`src/rtl/alu_arbiter.sv`:
```
// alu_arbiter: shares one external ALU between two requesters using round-robin
// grants, and buffers the ALU result in a one-entry register tagged with its owner.
module alu_arbiter #(
    parameter int WIDTH     = 32,
    parameter bit RESET_PRI = 1'b0
) (
    input  logic             clk,
    input  logic             reset,
    input  logic [1:0]       req_valid,
    output logic [1:0]       req_ready,
    input  logic [WIDTH-1:0] req_a0,
    input  logic [WIDTH-1:0] req_b0,
    input  logic [2:0]       req_f0,
    input  logic [WIDTH-1:0] req_a1,
    input  logic [WIDTH-1:0] req_b1,
    input  logic [2:0]       req_f1,
    output logic [WIDTH-1:0] alu_a,
    output logic [WIDTH-1:0] alu_b,
    output logic [2:0]       alu_f,
    input  logic [WIDTH-1:0] alu_y,
    input  logic             alu_zero,
    output logic [1:0]       rsp_valid,
    input  logic [1:0]       rsp_ready,
    output logic [WIDTH-1:0] rsp_y,
    output logic             rsp_zero
);

    localparam logic [0:0] IDLE = 1'b0;
    localparam logic [0:0] HOLD = 1'b1;

    logic [0:0]       state_q, state_d;
    logic             owner_q, owner_d;
    logic             lastGrant_q, lastGrant_d;
    logic [WIDTH-1:0] rspY_q, rspY_d;
    logic             rspZero_q, rspZero_d;

    logic             free;
    logic             grantValid;
    logic             grantPort;

    // The buffer can take a new result when empty or when its owner drains it this cycle.
    always_comb begin
        free       = (state_q == IDLE) || rsp_ready[owner_q];
        grantPort  = (req_valid == 2'b11) ? ~lastGrant_q : req_valid[1];
        grantValid = free && (req_valid != 2'b00);
    end

    always_comb begin
        req_ready = 2'b00;
        alu_a     = '0;
        alu_b     = '0;
        alu_f     = 3'b000;
        if (grantValid) begin
            if (grantPort) begin
                req_ready = 2'b10;
                alu_a     = req_a1;
                alu_b     = req_b1;
                alu_f     = req_f1;
            end else begin
                req_ready = 2'b01;
                alu_a     = req_a0;
                alu_b     = req_b0;
                alu_f     = req_f0;
            end
        end
    end

    always_comb begin
        state_d     = state_q;
        owner_d     = owner_q;
        lastGrant_d = lastGrant_q;
        rspY_d      = rspY_q;
        rspZero_d   = rspZero_q;
        if (grantValid) begin
            state_d     = HOLD;
            owner_d     = grantPort;
            lastGrant_d = grantPort;
            rspY_d      = alu_y;
            rspZero_d   = alu_zero;
        end else if (free) begin
            state_d = IDLE;
        end
    end

    // Reset wins over a same-cycle grant, so an in-flight operation is dropped.
    always_ff @(posedge clk) begin
        if (reset) begin
            state_q     <= IDLE;
            owner_q     <= 1'b0;
            lastGrant_q <= ~RESET_PRI;
            rspY_q      <= '0;
            rspZero_q   <= 1'b0;
        end else begin
            state_q     <= state_d;
            owner_q     <= owner_d;
            lastGrant_q <= lastGrant_d;
            rspY_q      <= rspY_d;
            rspZero_q   <= rspZero_d;
        end
    end

    assign rsp_valid = (state_q == HOLD) ? (owner_q ? 2'b10 : 2'b01) : 2'b00;
    assign rsp_y     = rspY_q;
    assign rsp_zero  = rspZero_q;

endmodule

```
`config.mk`:
```
export PLATFORM = sky130hd
export DESIGN_NAME = alu_arbiter
export DESIGN_NICKNAME = d
export VERILOG_FILES = /design/src/rtl/alu_arbiter.sv
export SDC_FILE = /design/constraint.sdc
export NUM_CORES = 1
export LEC_CHECK = 0
export ABC_AREA = 0
export ABC_CLOCK_PERIOD_IN_PS = 2820
export CAP_MARGIN = 20
export CELL_PAD_IN_SITES_DETAIL_PLACEMENT = 1
export CELL_PAD_IN_SITES_GLOBAL_PLACEMENT = 1
export CORE_UTILIZATION = 16
export CTS_BUF_LIST = sky130_fd_sc_hd__clkbuf_8
export DETAILED_ROUTE_END_ITERATION = 16
export GPL_TIMING_DRIVEN = 1
export PLACE_DENSITY_LB_ADDON = 0.1
export SYNTH_ARGS = -nofsm -noshare
export SYNTH_HDL_FRONTEND = slang
export SYNTH_SLANG_ARGS = --single-unit
```
`constraint.sdc`:
```
create_clock -name clk -period 2.82 [get_ports clk]
set_input_delay 0.846 -clock clk [delete_from_list [all_inputs] [get_ports clk]]
set_output_delay 0.846 -clock clk [all_outputs]
set_load 0.01 [all_outputs]
```
# ---- Word-level counts from Yosys, hierarchy flattened
# Cells that the tools add are included.
dict set report op_classes {
  order_cmp 1
  eq_ne 1
  n_bitwise 2
  mux 15
  reduce_logical 4
}
# operator n
set ops {}
lappend ops {{32-bit 2-to-1 mux} 4}
lappend ops {{2-bit 2-to-1 mux} 4}
lappend ops {{3-bit 2-to-1 mux} 2}
lappend ops {{1-bit 2-to-1 mux} 5}
lappend ops {{2-bit nonzero test} 2}
lappend ops {{2-bit equality test (second input constant)} 1}
lappend ops {{1-bit by 2-bit < comparator with 1-bit output (second input constant)} 1}
lappend ops {{1-bit NOT} 2}
lappend ops {{1-bit logical AND} 1}
lappend ops {{1-bit logical OR} 1}
dict set report word_totals {
  register_bits 36
  in_bits 173
  elab_cells 28
}

# ---- Logic depth before layout (Yosys ltp)
dict set report logic_depth {
  word_depth 5
  depth_mapped 7
  ltp_nobuf 3
}

# ---- Worst setup path before layout
# No wires, ideal clock.
dict set report synth_path {
  kind {input to output}
  startpoint {input port req_valid[0]}
  endpoint {output port alu_a[0]}
  required_ns 1.974
  setup_slack_ns 0.109
  arrival_time_ns 1.865
  path_stages 7
  path_cell_list {clkbuf_2 or2_2 clkbuf_2 buf_4 buf_2 nand3_1 a21oi_1}
}
dict set report synth_between {
  elab_chain_len 4
  elab_cells_between_ends 6
  classes_between {eq/ne (1); mux (3); reduce/logical (2)}
}
# item line_no
set synth_rtl {}
lappend synth_rtl {{start: declaration} 9} ;# input logic [1:0] req_valid,
lappend synth_rtl {{2-bit equality test} 44} ;# grantPort = (req_valid == 2'b11) ? ~lastGrant_q : req_valid[1];
lappend synth_rtl {{1-bit 2-to-1 mux} 44}
lappend synth_rtl {{32-bit 2-to-1 mux} 54} ;# if (grantPort) begin
lappend synth_rtl {{32-bit 2-to-1 mux (*)} 53} ;# if (grantValid) begin
lappend synth_rtl {{end: declaration} 17} ;# output logic [WIDTH-1:0] alu_a,
# Mark *: on every way between the ends. The rest lies on a longest branch, timed or not.

# ---- Worst setup path in the final report
dict set report layout_path {
  startpoint {input port req_valid[0]}
  endpoint {output port alu_a[31]}
}
# Same word-level chain as after synthesis.

==> results.txt <==
- Flops & latches, synth: 36
- Gr usage total: 19.9%
- The final route contains 3807 vias.
- Type of the tightest min-delay check: register to register
- For this design the top-level I/O count stands at 277.
- After layout, the worst setup slack is -113 ps.
- A synthesized cell averages roughly 7 um2.
- Detailed Route Iter0 Violations: 138
- The critical path ends at alu_a[31].
- The analysis attributes to cell leakage a power of 2.55 nW.
* Reported max-cap violation count: 0
* Residual overflow from global routing: 0
* Register area share after synthesis: 31.4%
- For this block, the routed nets add up to 15200 um of wire.
- Setup repair after global routing could not meet its margin everywhere.
* DR DRC count: 0
* Total setup violations reported at the end of the flow: 22
- Cts hold-fix bufs: 0
- Crit path time final: slightly below 3000 ps
- Reg-to-reg critical path endpoint: rsp_y[5]
- CTS saw 36 sinks.
- CTS Buffer Depth: 2
- The detail route stage leaves a number of antenna-violating nets equal to 0.
- The run finished, with violations left.
- Number of antenna violations at the first check in global routing: 0
- Counting every net in the synthesized netlist gives ~500.
- Entering global routing, the biggest net connects 34 pins.
* Area added between synthesis and finish: 163%
- Summing all multi-input logic gate instances after layout gives 0.00164 mm2.
- # port buffers: ~280
- Across all hold checks on the routed design, the worst slack comes to approximately 480 ps.
* Violated checks: negative setup slack
- For the worst setup path, the data arrival time is around 2100 ps.
- Walking the worst path, the cells encountered are buf_8, buf_6, a21boi_4, buf_6, buf_6, buf_8, buf_12, buf_12, nand2_4, a21oi_2, buf_2.
- The number of global-route vias before repair is slightly above 4000.
* Sequential Area: around 720 um2
- After clock tree synthesis, the clock-pin slew on the worst setup and hold paths is approximately 80 ps.
* Crit path largest cell delay: 160 ps
- Post-layout nets: ~810
- The number of buffers and inverters on the critical path is 8.
- Fmax achieved: around 340 MHz
* Unique cell type count in the Yosys netlist: 27
* Initial Utilization: around 16%
- Slack of the worst reg-to-reg path: 1180 ps
* Power density over the cells: 347 mW/mm2
- Max-slew headroom: 69.2%
- Among cell families on the critical path, the largest total delay comes from buffers and inverters.
* Gp weighted congestion: around 0.76
- Clock Latency Late Sink: approximately 290 ps
- After floorplanning, the core was divided into between 40 and 50 placement rows.
* Worst setup slack after placement: -831 ps
- Highest net fanout along the worst path: 5
- After detailed routing, the number of vias per cell comes to 4.63.
* Router iterations before antenna repair: 4
- Summing every instance area after synthesis gives 0.00230 mm2.
* CTS root buf: clkbuf_8
* Ant diodes: 0
* Worst setup path class: input port to output pin
- The H-tree was split into 2 levels.
- In this run the standard cell core region covers approximately 0.014 mm2.
* Post-Syn Instances: 333
- The die covers approximately 0.015 mm2.
- Number of hold violations in the final report: 0
* Die H: 122 um
- The critical path runs through a total of 11 cells.
- Yosys printed 0 warnings.
- On the final layout, the worst clock skew is between 10 and 15 ps.
- After detailed routing, the average wire length per cell comes to roughly 19 um.
- Most frequent CP cell: buf_6
* Chip width: around 120 um
- Highest-delay cell along the critical path: a21boi_4
- Worst setup path startpoint: req_valid[0]
- The wire-length estimate of the detail-placed layout is ~10000 um.
* Measured slew at the worst slew-check pin: between 400 and 500 ps
* CTS tree: yes
- Type of destination of the critical path: output pin
- Reg2Reg Depth: 4
* Num CTS Buffers: 5
- Share of final-layout standard cells stronger than drive strength 1: 31.8%
- Once layout is complete, the utilization of the core stands at between 40% and 50%.
- Across the VDD grid, the largest voltage drop is between 200 and 250 uV.
* Source of the worst register-to-register timing path: owner_q
- The worst setup path is launched from an input port.
- Wire length of the first global-routing pass: 22800 um
* Data required time at the worst endpoint: approximately 2000 ps
- Fill count: ~1600
* Count of pins over their slew limit: 0
- Tcrit/Tclk final: 104%
[Yosys cell counts]
cell | instances | area share, %
a21oi_1 | 68 | 15
nand2_1 | 68 | 11
nand3_1 | 67 | 15
dfxtp_1 | 36 | 31
a22o_1 | 33 | 13
clkbuf_1 | 17 | 2.8
buf_2 | 12 | 2.6
nor3_1 | 5 | 1.1
buf_6 | 3 | 1.5
inv_1 | 3 | 0.49
buf_4 | 2 | 0.65
clkbuf_2 | 2 | 0.44
nor2_1 | 2 | 0.33
o21ai_0 | 2 | 0.44
a211oi_4 | 1 | 0.87
a21bo_2 | 1 | 0.44
a21boi_2 | 1 | 0.49
a31o_2 | 1 | 0.38
a41o_1 | 1 | 0.44
and2_1 | 1 | 0.27
mux2_2 | 1 | 0.49
mux2i_1 | 1 | 0.44
nor2_2 | 1 | 0.27
nor2b_1 | 1 | 0.27
nor4_1 | 1 | 0.27
o21a_1 | 1 | 0.33
or2_2 | 1 | 0.27
[placed cells by master, fill, tap and decap left out, types with 3 or more instances in the layout]
| cell | n |
|---|---|
| nand2_1 | 49 |
| a21oi_1 | 33 |
| dfxtp_1 | 36 |
| buf_6 | 15 |
| nor3_1 | 4 |
| clkdlybuf4s50_1 | 203 |
| buf_16 | 6 |
| clkbuf_8 | 5 |
| buf_8 | 6 |
| nand3_1 | 67 |
| buf_12 | 17 |
| a22o_1 | 33 |
| nand2_2 | 9 |
| buf_2 | 69 |
| inv_1 | 3 |
| a21oi_2 | 35 |
| nand2_4 | 10 |
| buf_4 | 18 |
[worst register-to-register path, delay by kind of cell (launching register included)]
family / cells / cell delay, ps
mux: 1 / 450
flops: 1 / 420
compound gates: 2 / 410
buf+inv: 1 / 260
[worst min path at each step]
stage	startpoint	endpoint	slack, ps	cells after the start
after floorplan	owner_q	owner_q	500	2
after detailed placement	rsp_y[23]	rsp_y[23]	460	1
after global routing	rsp_y[9]	rsp_y[9]	500	1
after CTS	rsp_y[1]	rsp_y[1]	480	1
final	rsp_y[30]	rsp_y[30]	480	1
after global placement	rsp_y[2]	rsp_y[2]	450	1
[layout make-up]
cell class	instances	area share [%]
multi-input combinational	258	27.2
timing repair buffer	337	55.4
clock buffer	5	1.14
sequential	36	11.9
tap	180	3.73
inverter	3	0.187
clock inverter	3	0.352
[flip-flops by register name, summed over array words and instances (netlist names)]
| register | cells |
|---|---|
| rsp_y | 32 |
| lastGrant_q | 1 |
| owner_q | 1 |
| rsp_zero | 1 |
| state_q | 1 |
[metrics by stage]
step	total power [mW]	TNS, ps	instance area (um2)	std cells
2_1_floorplan	0.944	0	2300	333
3_3_place_gp	1.59	-48020	5340	776
3_5_place_dp	1.60	-49040	5340	776
4_1_cts	2.13	-3330	6050	824
5_1_grt	2.22	-3310	6030	822
6_report	2.09	-1510	6030	822
[logic make-up after synthesis]
logic type,after synthesis,synth area share [%]
AND/OR/NAND/NOR,147,28.5
AO/OA/AOI/OAI,109,30.8
buffers and inverters,39,8.44
flip-flops,36,31.4
multiplexers,2,0.926
[per-layer routing]
layer  GRT usage [%]  wire length [um]  up-vias
met2            35.6              7740      152
li1                -                 -     1807
met3            4.31              1080       14
met4            4.24               258        0
met1            24.2              6160     1834
met5               0                 0        -
[where the power goes]
group	internal [mW]	switching, mW
registers	0.551	0.0280
clock network	0.175	0.197
logic	0.661	0.482
[timing repair]
action                     in CTS  in global routing
gates cloned                   13                  1
buffers inserted               28                  9
gates resized for setup       380                 38
hold endpoints to repair        0                  0
pin swaps                      10                 24
setup endpoints to repair      69                 63
(Power assumes the default switching activity.)
